==> src/rtl/disp_pkg.sv <==
// Shared types and the hex-to-segment table for the multiplexed 7-segment display driver.
package disp_pkg;

    localparam int NUM_DIGITS = 8;

    typedef logic [3:0] nibble_t;
    typedef logic [6:0] seg7_t;

    // Active-high {g,f,e,d,c,b,a}; polarity is applied at the pins.
    function automatic seg7_t hex_to_seg7(input nibble_t nib);
        seg7_t s;
        case (nib)
            4'h0: s = 7'h3F;
            4'h1: s = 7'h06;
            4'h2: s = 7'h5B;
            4'h3: s = 7'h4F;
            4'h4: s = 7'h66;
            4'h5: s = 7'h6D;
            4'h6: s = 7'h7D;
            4'h7: s = 7'h07;
            4'h8: s = 7'h7F;
            4'h9: s = 7'h6F;
            4'hA: s = 7'h77;
            4'hB: s = 7'h7C;
            4'hC: s = 7'h39;
            4'hD: s = 7'h5E;
            4'hE: s = 7'h79;
            default: s = 7'h71;
        endcase
        return s;
    endfunction

endpackage

==> src/rtl/hex7seg_dec.sv <==
// Combinational nibble-to-segment decoder (active-high segments).
module hex7seg_dec
    import disp_pkg::*;
(
    input  nibble_t nib_i,
    output seg7_t   seg_o
);

    assign seg_o = hex_to_seg7(nib_i);

endmodule

==> src/rtl/seg7_scan_drv.sv <==
// Scans a 32-bit shadow value across 8 multiplexed hex digits with per-slot blanking
// and optional leading-zero suppression; outputs are registered.
module seg7_scan_drv
    import disp_pkg::*;
#(
    parameter int REFRESH_DIV = 100000,
    parameter int BLANK_CYC   = 16,
    parameter bit ACTIVE_LOW  = 1'b1
) (
    input  logic                  clk,
    input  logic                  rst,
    input  logic [31:0]           data_in,
    input  logic                  load,
    input  logic                  blank_lz,
    output logic [NUM_DIGITS-1:0] an,
    output logic [6:0]            seg,
    output logic                  dp
);

    localparam int CNT_W = (REFRESH_DIV > 1) ? $clog2(REFRESH_DIV) : 1;
    localparam int IDX_W = $clog2(NUM_DIGITS);
    localparam logic [CNT_W-1:0] CNT_LAST  = CNT_W'(REFRESH_DIV - 1);
    localparam logic [CNT_W-1:0] CNT_BLANK = CNT_W'(BLANK_CYC);

    logic [31:0]           shadow_q, shadow_d;
    logic [CNT_W-1:0]      cnt_q, cnt_d;
    logic [IDX_W-1:0]      idx_q, idx_d;
    logic [NUM_DIGITS-1:0] an_q, an_d;
    seg7_t                 seg_q, seg_d;

    logic [NUM_DIGITS-1:0] lz_blank;
    logic                  nz_above;
    nibble_t               cur_nib;
    seg7_t                 cur_seg;

    always_comb begin
        shadow_d = load ? data_in : shadow_q;
        if (cnt_q == CNT_LAST) begin
            cnt_d = '0;
            idx_d = idx_q + 1'b1;
        end else begin
            cnt_d = cnt_q + 1'b1;
            idx_d = idx_q;
        end
    end

    // A digit is a leading zero when it and every digit above it are zero; digit 0 never is.
    always_comb begin
        lz_blank = '0;
        nz_above = 1'b0;
        for (int i = NUM_DIGITS - 1; i >= 1; i--) begin
            nz_above    = nz_above | (shadow_q[4*i +: 4] != 4'h0);
            lz_blank[i] = blank_lz & ~nz_above;
        end
    end

    assign cur_nib = shadow_q[{idx_q, 2'b00} +: 4];

    hex7seg_dec u_dec (
        .nib_i (cur_nib),
        .seg_o (cur_seg)
    );

    always_comb begin
        an_d  = '0;
        seg_d = '0;
        if ((cnt_q >= CNT_BLANK) && !lz_blank[idx_q]) begin
            an_d[idx_q] = 1'b1;
            seg_d       = cur_seg;
        end
    end

    always_ff @(posedge clk or negedge rst) begin
        if (!rst) begin
            shadow_q <= '0;
            cnt_q    <= '0;
            idx_q    <= '0;
            an_q     <= '0;
            seg_q    <= '0;
        end else begin
            shadow_q <= shadow_d;
            cnt_q    <= cnt_d;
            idx_q    <= idx_d;
            an_q     <= an_d;
            seg_q    <= seg_d;
        end
    end

    assign an  = ACTIVE_LOW ? ~an_q  : an_q;
    assign seg = ACTIVE_LOW ? ~seg_q : seg_q;
    assign dp  = ACTIVE_LOW;

endmodule

==> config.mk <==
export PLATFORM = sky130hd
export DESIGN_NAME = seg7_scan_drv
export DESIGN_NICKNAME = d
export VERILOG_FILES = /design/src/rtl/disp_pkg.sv /design/src/rtl/hex7seg_dec.sv /design/src/rtl/seg7_scan_drv.sv
export SDC_FILE = /design/constraint.sdc
export NUM_CORES = 1
export LEC_CHECK = 0
export CAP_MARGIN = 10
export CORE_MARGIN = 2
export CORE_UTILIZATION = 35
export DETAILED_ROUTE_END_ITERATION = 8
export GPL_TIMING_DRIVEN = 0
export PLACE_DENSITY = 0.58
export SYNTH_ARGS = -nofsm -noshare
export SYNTH_HDL_FRONTEND = slang
export SYNTH_SLANG_ARGS = --single-unit
export TNS_END_PERCENT = 10
==> constraint.sdc <==
create_clock -name clk -period 2.1 [get_ports clk]
set_input_delay 0.63 -clock clk [delete_from_list [all_inputs] [get_ports clk]]
set_output_delay 0.63 -clock clk [all_outputs]
set_load 0.05 [all_outputs]
==> results of run 1 <==
cell usage after synthesis (2+ instances only):
| cell | instances | share of area (%) |
|---|---|---|
| dfrtp_1 | 67 | 50 |
| mux2_2 | 32 | 11 |
| inv_1 | 23 | 2.6 |
| nand2_1 | 18 | 2.0 |
| nor2_1 | 15 | 1.7 |
| nor4_1 | 12 | 2.3 |
| mux2i_1 | 10 | 3.0 |
| nor3_1 | 10 | 1.5 |
| xor2_1 | 10 | 2.6 |
| ha_1 | 9 | 3.4 |
| nand3_1 | 9 | 1.4 |
| xnor2_1 | 7 | 1.8 |
| and3_1 | 6 | 1.1 |
| nand4_1 | 5 | 0.94 |
| a211oi_1 | 4 | 0.90 |
| buf_2 | 4 | 0.60 |
| clkbuf_1 | 4 | 0.45 |
| mux4_2 | 4 | 2.7 |
| buf_4 | 3 | 0.68 |
| a2111oi_2 | 2 | 0.90 |
| a21o_1 | 2 | 0.45 |
| buf_1 | 2 | 0.23 |
| buf_6 | 2 | 0.68 |
| nand3b_1 | 2 | 0.45 |
| nor2b_1 | 2 | 0.38 |
| nor4b_1 | 2 | 0.53 |
| or3_1 | 2 | 0.38 |
per-stage QoR:
| stage | TNS, ns | cell area, µm² |
|---|---|---|
| 6_report | -0.124 | 4460 |
| 5_1_grt | -0.371 | 4460 |
| 4_1_cts | -0.0136 | 4370 |
| 3_5_place_dp | -2.49 | 4000 |
| 3_3_place_gp | -126.55 | 4010 |
| 2_1_floorplan | 0 | 3350 |
kinds of logic (layout without fill, tap and decap cells):
family          Yosys count  count (layout)
simple gates             87              87
flops                    67              67
mux                      49              49
buf+inv                  38             114
compound gates           18              18
xor+xnor                 17              17
fa+ha+maj                 9               9
other cells               1               1
repair_timing:
| item | 4_1_cts | 5_1_grt |
|---|---|---|
| setup endpoints to repair | 28 | 23 |
| pin swaps | 4 | 5 |
| resized for setup | 27 | 18 |
| gates cloned | 0 | 0 |
| hold buffers | 0 | 0 |
| setup buffers | 11 | 1 |
where the power goes:
group | switching, mW | total [mW] | internal (mW)
Combinational | 0.264 | 0.496 | 0.231
Clock | 0.496 | 1.32 | 0.822
Sequential | 0.0574 | 1.43 | 1.37
cell type report:
cell class              instances  share of cell area [%]
plain buffers                  14                    2.36
clock buffers                  10                    3.08
clock inverters                 6                    2.50
inverters                      23                    1.93
multi-input cells             181                    36.2
flip-flops and latches         67                    37.6
well taps                     129                    3.62
repair buffers                 61                    12.7
critical path: stages (launching register included):
cell	delay [ns]
dfrtp_2	0.45
buf_8	0.15
buf_8	0.12
mux4_2	0.33
mux2i_4	0.24
inv_2	0.11
buf_4	0.14
ha_1	0.17
nor3_1	0.26
nor4_1	0.11
per-layer routing:
metal	part of all wire, %	vias to the layer above	global-route usage, %
met1	48	1112	19.3
met2	46	47	23.2
met4	2.2	0	7.07
li1	-	1141	-
met5	0	-	0
met3	3.8	15	3.45
worst min-delay path by stage:
stage / from / to / slack, ns / cells past startpoint
after CTS: rst / shadow_q[23]$_DFFE_PN0P_ / 0.42 / 1
after floorplan: rst / an_q[0]$_DFF_PN0_ / 0.33 / 0
after global routing: rst / shadow_q[30]$_DFFE_PN0P_ / 0.46 / 1
final: rst / cnt_q[12]$_DFF_PN0_ / 0.37 / 1
after global placement: cnt_q[11]$_DFF_PN0_ / cnt_q[11]$_DFF_PN0_ / 0.49 / 1
after detailed placement: cnt_q[14]$_DFF_PN0_ / cnt_q[14]$_DFF_PN0_ / 0.49 / 1
flip-flops by register name, summed over array words and instances, names as in the netlist:
signal	cells
an_q	8
cnt_q	17
idx_q	3
seg_q	7
shadow_q	32
==> impl_summary.txt, run 1 <==
----------------------------------------------------
[Outcome]
  Status ... complete, but fails checks
  Violations in the final reports ... negative setup slack

[Critical path]
  Reg-to-reg slack, setup ... -0.11 ns
  Depth of the worst register-to-register path ... 9
  Endpoint of the lowest-slack register-to-register path ... seg_q[4]$_DFF_PN0_
  Worst Path Max Fanout ... 7
  Endpoint type of the worst setup path ... register
  Capture point of the worst path ... seg_q[4]$_DFF_PN0_
  Type of the setup path with the least slack ... register to register
  Startpoint of the worst-slack reg-to-reg timing path ... idx_q[1]$_DFFE_PN0N_
  Origin of the worst setup path ... idx_q[1]$_DFFE_PN0N_
  Element type at the critical path start ... register
  Required time of the critical path ... 2.32 ns
  Data arrival, critical path ... 2.43 ns

[Cells and area]
  Fraction of layout cells with a size suffix above 1 ... 27.9%
  Most common library cell in the layout ignoring fill and taps ... dfrtp_1
  Highest-count cells in the layout ignoring fill and taps ... dfrtp_1 (65), clkdlybuf4s50_1 (33), mux2_2 (32)
  Final std cells w/o fill ... 491
  Antenna diodes ... 0
  Sequential standard cell area ... 1680 µm²
  Net count of the finished layout ... 402
  FILL cells ... 894
  Final core area utilization ... 48.3%
  Multi-input logic area ... 1610 µm²
  Area overhead of the layout relative to synthesis ... 34.1%

[Logic synthesis]
  Synthesized area divided by synthesized cell count ... 11.6 µm²
  Main combinational cell family by area after synthesis ... multiplexers
  Synthesized instance count ... 286
  Warnings from Yosys ... 0
  Area fraction in compound gates after synthesis ... 5.19%
  Syn nets ... 331
  Xor and xnor area share after synthesis ... 4.47%
  Async set-reset flop share out of synthesis ... 100%
  Post-synthesis cell area ... 3330 µm²
  Post-synthesis cell type count ... 45
  Share of synthesized area occupied by flip-flops and latches ... 50.4%
  Register bit count reported by yosys ... 67
  Adder and majority cell fraction of the synthesized area ... 3.38%
  Most frequently used flop master after synthesis ... dfrtp_1
  Fraction of the mapped netlist area in simple logic gates ... 13.5%
  Multiplexer share of the synthesized area ... 17.7%
  Number of enable-type register cells in the synthesized netlist ... 0

[Clock network]
  Maximum buffer depth of the clock tree ... 2
  Number of clock sinks seen by CTS ... 67
  TritonCTS clock tree ... yes
  Number of levels in the clock H-tree ... 3
  CTS root buf ... clkbuf_8
  Number of CTS-inserted buffers ... 9
  Clock Latency Late Sink ... 0.35 ns
  Clock slew seen by the registers of the worst setup and hold paths ... 0.07 ns

[Floorplanning]
  I/O pin cnt ... 52
  Die W ... 102 µm
  Core Footprint ... 9240 µm²
  Cell Rows ... 35
  Vertical die dimension ... 102 µm
  Die area ... 10300 µm²
  Effective utilization at floorplan ... 36.0%

[Routing]
  Vias ... 2315
  Detailed router's first-iteration violation count ... 72
  Post-route ant nets ... 0
  WL per Instance ... 14.3 µm
  1st-pass router iterations ... 4
  DRC violation count after routing ... 0
  Average vias per placed instance ... 4.71
  Post-Route WL ... 7000 µm

[Timing]
  Count of final hold-check violations ... 0
  Fraction of the cycle the final worst path needs ... 105%
  Worst Tran Pin Value ... 0.868 ns
  Final number of max-transition violations ... 0
  Final-report setup violation count ... 2
  Relative slew slack ... 42.1%
  Setup WS post-layout ... -0.112 ns
  Highest Clock Rate ... 0.452 GHz
  Post-layout min period ... 2.21 ns
  Fin Hold WS ... 0.366 ns
  Worst clock skew ... 0.00812 ns
  RSZ-0062 raised after global routing ... yes

[Global route]
  Leftover overflow at the end of global routing ... 0
  First-pass GRT wire length ... 11600 µm
  Via count of the first global-routing pass ... 2436
  Largest net degree at the start of global routing ... 68
  Initial antenna violation count ... 0
  Total routing resource utilization after global routing ... 14.8%

[Placement]
  Post-DP HPWL ... 4920 µm
  Final GP Congestion ... 0.887
  Placed cell count ... 464
  Setup WS pre-CTS ... -0.374 ns
  Number of input and output port buffers inserted ... 49

[Power and ir drop]
  Post-layout power ... 3.25 mW
  Worst IR Drop VDD ... 0.000288 V
  Power density of the placed cells ... 727 nW/µm²
  Leakage power of the design ... 1.92 nW

[Hold path]
  Worst hold-check path type ... input pin to asynchronous set/reset pin

[Run]
  Max_cap viols ... 0

----------------------------------------------------
Note: power is estimated with default switching activity, not from simulation.
==> inputs of run 2 (changes only) <==
--- a/config.mk
+++ b/config.mk
@@ -9,8 +9,9 @@
 export CORE_MARGIN = 2
 export CORE_UTILIZATION = 35
 export DETAILED_ROUTE_END_ITERATION = 8
+export DONT_BUFFER_PORTS = 1
 export GPL_TIMING_DRIVEN = 0
-export PLACE_DENSITY = 0.58
+export PLACE_DENSITY = 0.51
 export SYNTH_ARGS = -nofsm -noshare
 export SYNTH_HDL_FRONTEND = slang
 export SYNTH_SLANG_ARGS = --single-unit
==> impl_summary.txt, run 2 (synthesis gave the netlist of run 1 again) <==
----------------------------------------------------
[Outcome]
  Status ... complete, but fails checks (unchanged)
  Violations in the final reports ... negative hold slack, negative setup slack (was negative setup slack)

[Critical path]
  Buf+Inv Stages, Crit Path ... 2 (was 4)
  Element type at the critical path start ... register (unchanged)
  Required time of the critical path ... 2.34 ns (was 2.32 ns)
  Data arrival, critical path ... 2.35 ns (was 2.43 ns)
  Endpoint type of the worst setup path ... register (unchanged)
  Type of the setup path with the least slack ... register to register (unchanged)
  Crit path max-delay cell type ... mux4_2 (was dfrtp_2)
  Worst Path Max Fanout ... 8 (was 7)
  Crit path cell chain ... buf_12 -> buf_4 -> mux4_2 -> mux2_4 -> nand2_2 -> mux2i_1 -> a2111oi_2 (was buf_8 -> buf_8 -> mux4_2 -> mux2i_4 -> inv_2 -> buf_4 -> ha_1 -> nor3_1 -> nor4_1)
  Dominant delay contributor by cell family on the critical path ... multiplexers (unchanged)
  Slowest stage delay, CP ... 0.52 ns (was 0.45 ns)

[Routing]
  WL per Instance ... 15.8 µm (was 14.3 µm)
  DRC violation count after routing ... 0 (unchanged)
  Detailed router's first-iteration violation count ... 65 (was 72)
  Vias ... 2226 (was 2315)
  Post-Route WL ... 7100 µm (was 7000 µm)
  Average vias per placed instance ... 4.94 (was 4.71)
  Post-route ant nets ... 0 (unchanged)
  1st-pass router iterations ... 4 (unchanged)

[Power and ir drop]
  Leakage power of the design ... 1.74 nW (was 1.92 nW)
  Comb pwr share ... 13.4% (was 15.3%)
  Sequential share of power ... 49.4% (was 44.1%)
  Power density of the placed cells ... 727 nW/µm² (about the same)
  Switching power total ... 783 µW (was 817 µW)
  Total internal power ... 2.12 mW (was 2.43 mW)
  Sw frac ... 27.0% (was 25.2%)
  Post-layout power ... 2.91 mW (was 3.25 mW)
  Worst IR Drop VDD ... 0.000340 V (was 0.000288 V)
  Clock Power Share ... 37.2% (was 40.6%)

[Floorplanning]
  I/O pin cnt ... 52 (unchanged)
  Die W ... 102 µm (unchanged)
  Vertical die dimension ... 102 µm (unchanged)
  Effective utilization at floorplan ... 36.0% (unchanged)
  Core Footprint ... 9240 µm² (unchanged)
  Die area ... 10300 µm² (unchanged)
  Cell Rows ... 35 (unchanged)

[Timing]
  Fraction of the cycle the final worst path needs ... 101% (was 105%)
  Worst Tran Pin Value ... 0.648 ns (was 0.868 ns)
  Final-report setup violation count ... 1 (was 2)
  Final number of max-transition violations ... 0 (unchanged)
  Highest Clock Rate ... 0.472 GHz (was 0.452 GHz)
  Count of final hold-check violations ... 67 (was 0)
  Fin Hold WS ... -0.0295 ns (was 0.366 ns)
  Relative slew slack ... 56.8% (was 42.1%)
  RSZ-0062 raised after global routing ... yes (unchanged)
  Setup TNS Final ... -0.0190 ns (was -0.124 ns)
  Setup WS post-layout ... -0.0190 ns (was -0.112 ns)
  Worst clock skew ... 0.00738 ns (was 0.00812 ns)
  Post-layout min period ... 2.12 ns (was 2.21 ns)

[Placement]
  Setup WS pre-CTS ... -0.368 ns (was -0.374 ns)
  Number of input and output port buffers inserted ... 0 (was 49)
  Placed cell count ... 415 (was 464)
  Final GP Congestion ... 0.752 (was 0.887)
  Post-DP Area ... 3520 µm² (was 4000 µm²)
  Post-DP HPWL ... 4870 µm (was 4920 µm)

[Cells and area]
  Net count of the finished layout ... 362 (was 402)
  Antenna diodes ... 0 (unchanged)
  Largest register FFs ... 32 (unchanged)
  Area overhead of the layout relative to synthesis ... 20.1% (was 34.1%)
  Final std cells w/o fill ... 451 (was 491)
  Fraction of layout cells with a size suffix above 1 ... 32.9% (was 27.9%)
  Largest registers ... shadow_q: 32 flops, cnt_q: 17 flops, an_q: 8 flops (unchanged)
  Area of all placed cells without fillers ... 4000 µm² (was 4460 µm²)
  Most common library cell in the layout ignoring fill and taps ... dfrtp_1 (unchanged)
  Highest-count cells in the layout ignoring fill and taps ... dfrtp_1 (66), mux2_2 (32), inv_1 (21) (was dfrtp_1 (65), clkdlybuf4s50_1 (33), mux2_2 (32))
  Register with the most flip-flops ... shadow_q (unchanged)

[Clock network]
  Clock slew seen by the registers of the worst setup and hold paths ... 0.08 ns (was 0.07 ns)
  Clock Latency Late Sink ... 0.35 ns (about the same)
  Number of CTS-inserted buffers ... 9 (unchanged)
  CTS root buf ... clkbuf_8 (unchanged)
  Maximum buffer depth of the clock tree ... 2 (unchanged)
  Number of clock sinks seen by CTS ... 67 (unchanged)
  Number of levels in the clock H-tree ... 3 (unchanged)
  TritonCTS clock tree ... yes (unchanged)

[Run]
  Max_cap viols ... 0 (unchanged)

[Global route]
  Initial antenna violation count ... 0 (unchanged)
  First-pass GRT wire length ... 11700 µm (was 11600 µm)
  Via count of the first global-routing pass ... 2218 (was 2436)
  Largest net degree at the start of global routing ... 68 (unchanged)
  Leftover overflow at the end of global routing ... 0 (unchanged)
  Total routing resource utilization after global routing ... 15.0% (was 14.8%)

[Hold path]
  Worst hold-check path type ... input pin to asynchronous set/reset pin (unchanged)

----------------------------------------------------
-- run 2: cell count changes in the layout (fill, tap and decap cells not counted), moves of 2 or more --
cell / change
dlygate4sd2_1: -15
nand2_1: -2
clkbuf_1: +2
nand2_2: +3
clkdlybuf4s50_1: -33
bufinv_16: -2
buf_4: +8
-- run 2: final cells by class --
type,instances,area (µm²)
plain buffers,14,115
clock buffers,12,145
clock inverters,4,48.8
fillers,873,5240
inverters,23,86.3
multi-input cells,181,1590
flip-flops and latches,67,1680
well taps,129,161
repair buffers,21,176
-- run 2: what timing repair did --
action	CTS	global route
endpoints found under the setup margin	13	13
cloned	0	2
pin swaps	2	7
resized for setup	8	20
hold endpoints to repair	67	67
buffers inserted	9	10
-- run 2: worst paths after layout --
kind	from	end	slack [ns]	depth (start not counted)
max in group asynchronous	rst	shadow_q[28]$_DFFE_PN0P_	1.99	0
min	rst	cnt_q[8]$_DFF_PN0_	-0.03	0
max reg2reg	idx_q[1]$_DFFE_PN0N_	seg_q[0]$_DFF_PN0_	-0.02	7
min in group clk	data_in[15]	shadow_q[15]$_DFFE_PN0P_	0.41	2
max	idx_q[1]$_DFFE_PN0N_	seg_q[0]$_DFF_PN0_	-0.02	7
min reg2reg	cnt_q[14]$_DFF_PN0_	cnt_q[14]$_DFF_PN0_	0.50	1
-- run 2: power by group through the flow --
stage	sequential, mW	clock (mW)	combinational (mW)
CTS	1.43	1.12	0.352
global route	1.45	1.18	0.421
detailed placement	1.46	0	0.333
global placement	1.46	0	0.330
finish	1.43	1.08	0.390
floorplan	1.43	0	0.295
-- run 2: per-stage QoR --
stage               utilization (%)  hold WS, ns
CTS                            41.1      -0.0454
global placement               38.1        0.337
floorplan                         -        0.334
finish                         43.3      -0.0295
detailed placement             38.1        0.337
global route                   43.3      -0.0549
-- run 2: layer usage --
| metal | GRT usage (%) | share of wire (%) | up-vias |
|---|---|---|---|
| met2 | 22.2 | 46 | 58 |
| met5 | 0 | 0 | - |
| met1 | 19.9 | 46 | 1090 |
| met3 | 4.69 | 5.8 | 16 |
| met4 | 7.59 | 2.6 | 0 |
| li1 | - | - | 1062 |
==> inputs of run 3 (changes only) <==
--- a/config.mk
+++ b/config.mk
@@ -10,7 +10,6 @@
 export CORE_UTILIZATION = 35
 export DETAILED_ROUTE_END_ITERATION = 8
 export DONT_BUFFER_PORTS = 1
-export GPL_TIMING_DRIVEN = 0
 export PLACE_DENSITY = 0.51
 export SYNTH_ARGS = -nofsm -noshare
 export SYNTH_HDL_FRONTEND = slang
==> constraint.sdc (replaced) <==
create_clock -name clk -period 1.87 [get_ports clk]
set_input_delay 0.561 -clock clk [delete_from_list [all_inputs] [get_ports clk]]
set_output_delay 0.561 -clock clk [all_outputs]
set_load 0.05 [all_outputs]
==> impl_summary.txt, run 3 (synthesis gave the netlist of run 1 again) <==
----------------------------------------------------
[Outcome]
  Status ... complete, but fails checks (unchanged)
  Violations in the final reports ... negative hold slack, negative setup slack (unchanged)

[Timing]
  Highest Clock Rate ... 0.500 GHz (was 0.472 GHz)
  Fin Hold WS ... -0.0907 ns (was -0.0295 ns)
  Post-layout min period ... 2.00 ns (was 2.12 ns)
  Setup TNS Final ... -0.511 ns (was -0.0190 ns)
  Final-report setup violation count ... 7 (was 1)
  Worst clock skew ... 0.00834 ns (was 0.00738 ns)
  RSZ-0062 raised after global routing ... yes (unchanged)
  Count of final hold-check violations ... 67 (unchanged)
  Final number of max-transition violations ... 0 (unchanged)
  Fraction of the cycle the final worst path needs ... 107% (was 101%)
  Setup WS post-layout ... -0.130 ns (was -0.0190 ns)

[Cells and area]
  Register with the most flip-flops ... shadow_q (unchanged)
  Largest register FFs ... 32 (unchanged)
  Largest registers ... shadow_q: 32 flops, cnt_q: 17 flops, an_q: 8 flops (unchanged)
  Net count of the finished layout ... 377 (was 362)
  Antenna diodes ... 0 (unchanged)
  Highest-count cells in the layout ignoring fill and taps ... dfrtp_1 (66), buf_4 (45), mux2_2 (32) (was dfrtp_1 (66), mux2_2 (32), inv_1 (21))
  Fraction of layout cells with a size suffix above 1 ... 37.1% (was 32.9%)
  Final core area utilization ... 44.7% (was 43.3%)
  Most common library cell in the layout ignoring fill and taps ... dfrtp_1 (unchanged)
  Area overhead of the layout relative to synthesis ... 24.1% (was 20.1%)

[Placement]
  Number of input and output port buffers inserted ... 0 (unchanged)
  Post-DP HPWL ... 5200 µm (was 4870 µm)
  Final GP Congestion ... 0.815 (was 0.752)

[Global route]
  Total routing resource utilization after global routing ... 14.8% (was 15.0%)
  Leftover overflow at the end of global routing ... 0 (unchanged)
  Largest net degree at the start of global routing ... 68 (unchanged)
  GRT met2 Usage ... 21.5% (was 22.2%)
  Via count of the first global-routing pass ... 2303 (was 2218)
  Met3 usage ... 4.69% (unchanged)
  Top Usage Layer GRT ... met2 (unchanged)
  First-pass GRT wire length ... 11600 µm (was 11700 µm)
  Initial antenna violation count ... 0 (unchanged)
  Met1 routing resource usage after global routing ... 19.9% (about the same)

[Clock network]
  Number of levels in the clock H-tree ... 3 (unchanged)
  Maximum buffer depth of the clock tree ... 2 (unchanged)
  Clock Latency Late Sink ... 0.34 ns (was 0.35 ns)
  Number of CTS-inserted buffers ... 9 (unchanged)
  CTS root buf ... clkbuf_8 (unchanged)
  Number of clock sinks seen by CTS ... 67 (unchanged)
  Clock slew seen by the registers of the worst setup and hold paths ... 0.07 ns (was 0.08 ns)
  TritonCTS clock tree ... yes (unchanged)

[Routing]
  Post-Route WL ... 7040 µm (was 7100 µm)
  WL per Instance ... 15.1 µm (was 15.8 µm)
  1st-pass router iterations ... 4 (unchanged)
  DRC violation count after routing ... 0 (unchanged)
  Post-route ant nets ... 0 (unchanged)
  Average vias per placed instance ... 4.79 (was 4.94)
  Detailed router's first-iteration violation count ... 63 (was 65)
  Vias ... 2234 (was 2226)

[Floorplanning]
  I/O pin cnt ... 52 (unchanged)
  Die W ... 102 µm (unchanged)
  Effective utilization at floorplan ... 36.0% (unchanged)
  Core Footprint ... 9240 µm² (unchanged)
  Die area ... 10300 µm² (unchanged)
  Vertical die dimension ... 102 µm (unchanged)
  Cell Rows ... 35 (unchanged)

[Critical path]
  Element type at the critical path start ... register (unchanged)
  Data arrival, critical path ... 2.23 ns (was 2.35 ns)
  Required time of the critical path ... 2.10 ns (was 2.34 ns)
  Reg-to-reg slack, setup ... -0.13 ns (was -0.02 ns)
  Endpoint type of the worst setup path ... register (unchanged)
  Type of the setup path with the least slack ... register to register (unchanged)
  Worst Path Max Fanout ... 16 (was 8)

[Power and ir drop]
  Power density of the placed cells ... 788 nW/µm² (was 727 nW/µm²)
  Leakage power of the design ... 1.83 nW (was 1.74 nW)
  Worst IR Drop VDD ... 0.000377 V (was 0.000340 V)

[Hold path]
  Worst hold-check path type ... input pin to asynchronous set/reset pin (unchanged)

[Run]
  Max_cap viols ... 0 (unchanged)

----------------------------------------------------
==> run 3: metrics by stage <==
step | setup WS [ns] | cell area (µm²) | std cells | power (mW)
floorplan | -0.171 | 3370 | 286 | 1.95
global placement | -0.139 | 3800 | 445 | 2.07
detailed placement | -0.187 | 3800 | 445 | 2.07
CTS | -0.124 | 4030 | 463 | 3.26
global route | -0.215 | 4130 | 466 | 3.40
finish | -0.130 | 4130 | 466 | 3.25
==> run 3: report_power, final <==
| part | internal [mW] | total, mW | leakage, nW | switching (mW) |
|---|---|---|---|---|
| Sequential | 1.54 | 1.61 | 0.818 | 0.0646 |
| Combinational | 0.226 | 0.477 | 0.922 | 0.251 |
| Clock | 0.653 | 1.17 | 0.0947 | 0.514 |
| Total | 2.42 | 3.25 | 1.83 | 0.830 |
==> run 3: worst max-delay path, cell delays in order, from the launching register on <==
cell and delay (ns):
dfrtp_1 0.40, buf_12 0.16, buf_4 0.14, or3_4 0.38, o21ai_4 0.08, a221oi_4 0.09, buf_12 0.15, buf_4 0.14
and3_4 0.16, a2111oi_2 0.20
==> run 3: per-layer routing <==
metal / vias to the layer above / wire length (µm)
met2: 55 / 3250
met4: 0 / 154
met1: 1077 / 3250
li1: 1089 / -
met5: - / 0
met3: 13 / 386
==> run 3: cell type report <==
type | count | area [µm²]
fill | 893 | 5110
inverter | 23 | 86.3
clock buffer | 14 | 153
timing repair buffer | 50 | 420
sequential | 67 | 1680
multi-input combinational | 181 | 1600
clock inverter | 2 | 35.0
tap | 129 | 161
==> run 3: worst paths after layout <==
check                                          start                       end  depth (start not counted)
min in group clk                                load  shadow_q[15]$_DFFE_PN0P_                          1
worst max-delay path            idx_q[1]$_DFFE_PN0N_        seg_q[0]$_DFF_PN0_                          9
worst min-delay path                             rst       cnt_q[14]$_DFF_PN0_                          0
worst max register to register  idx_q[1]$_DFFE_PN0N_        seg_q[0]$_DFF_PN0_                          9
max in group asynchronous                        rst      idx_q[0]$_DFFE_PN0N_                          0
worst min register to register   cnt_q[14]$_DFF_PN0_       cnt_q[14]$_DFF_PN0_                          1
==> run 3: what timing repair did <==
action | CTS | global route
hold endpoints to repair | 67 | 67
gates cloned | 0 | 0
setup buffers | 2 | 3
endpoints found under the setup margin | 9 | 16
pin swaps | 4 | 3
gates resized for setup | 7 | 11
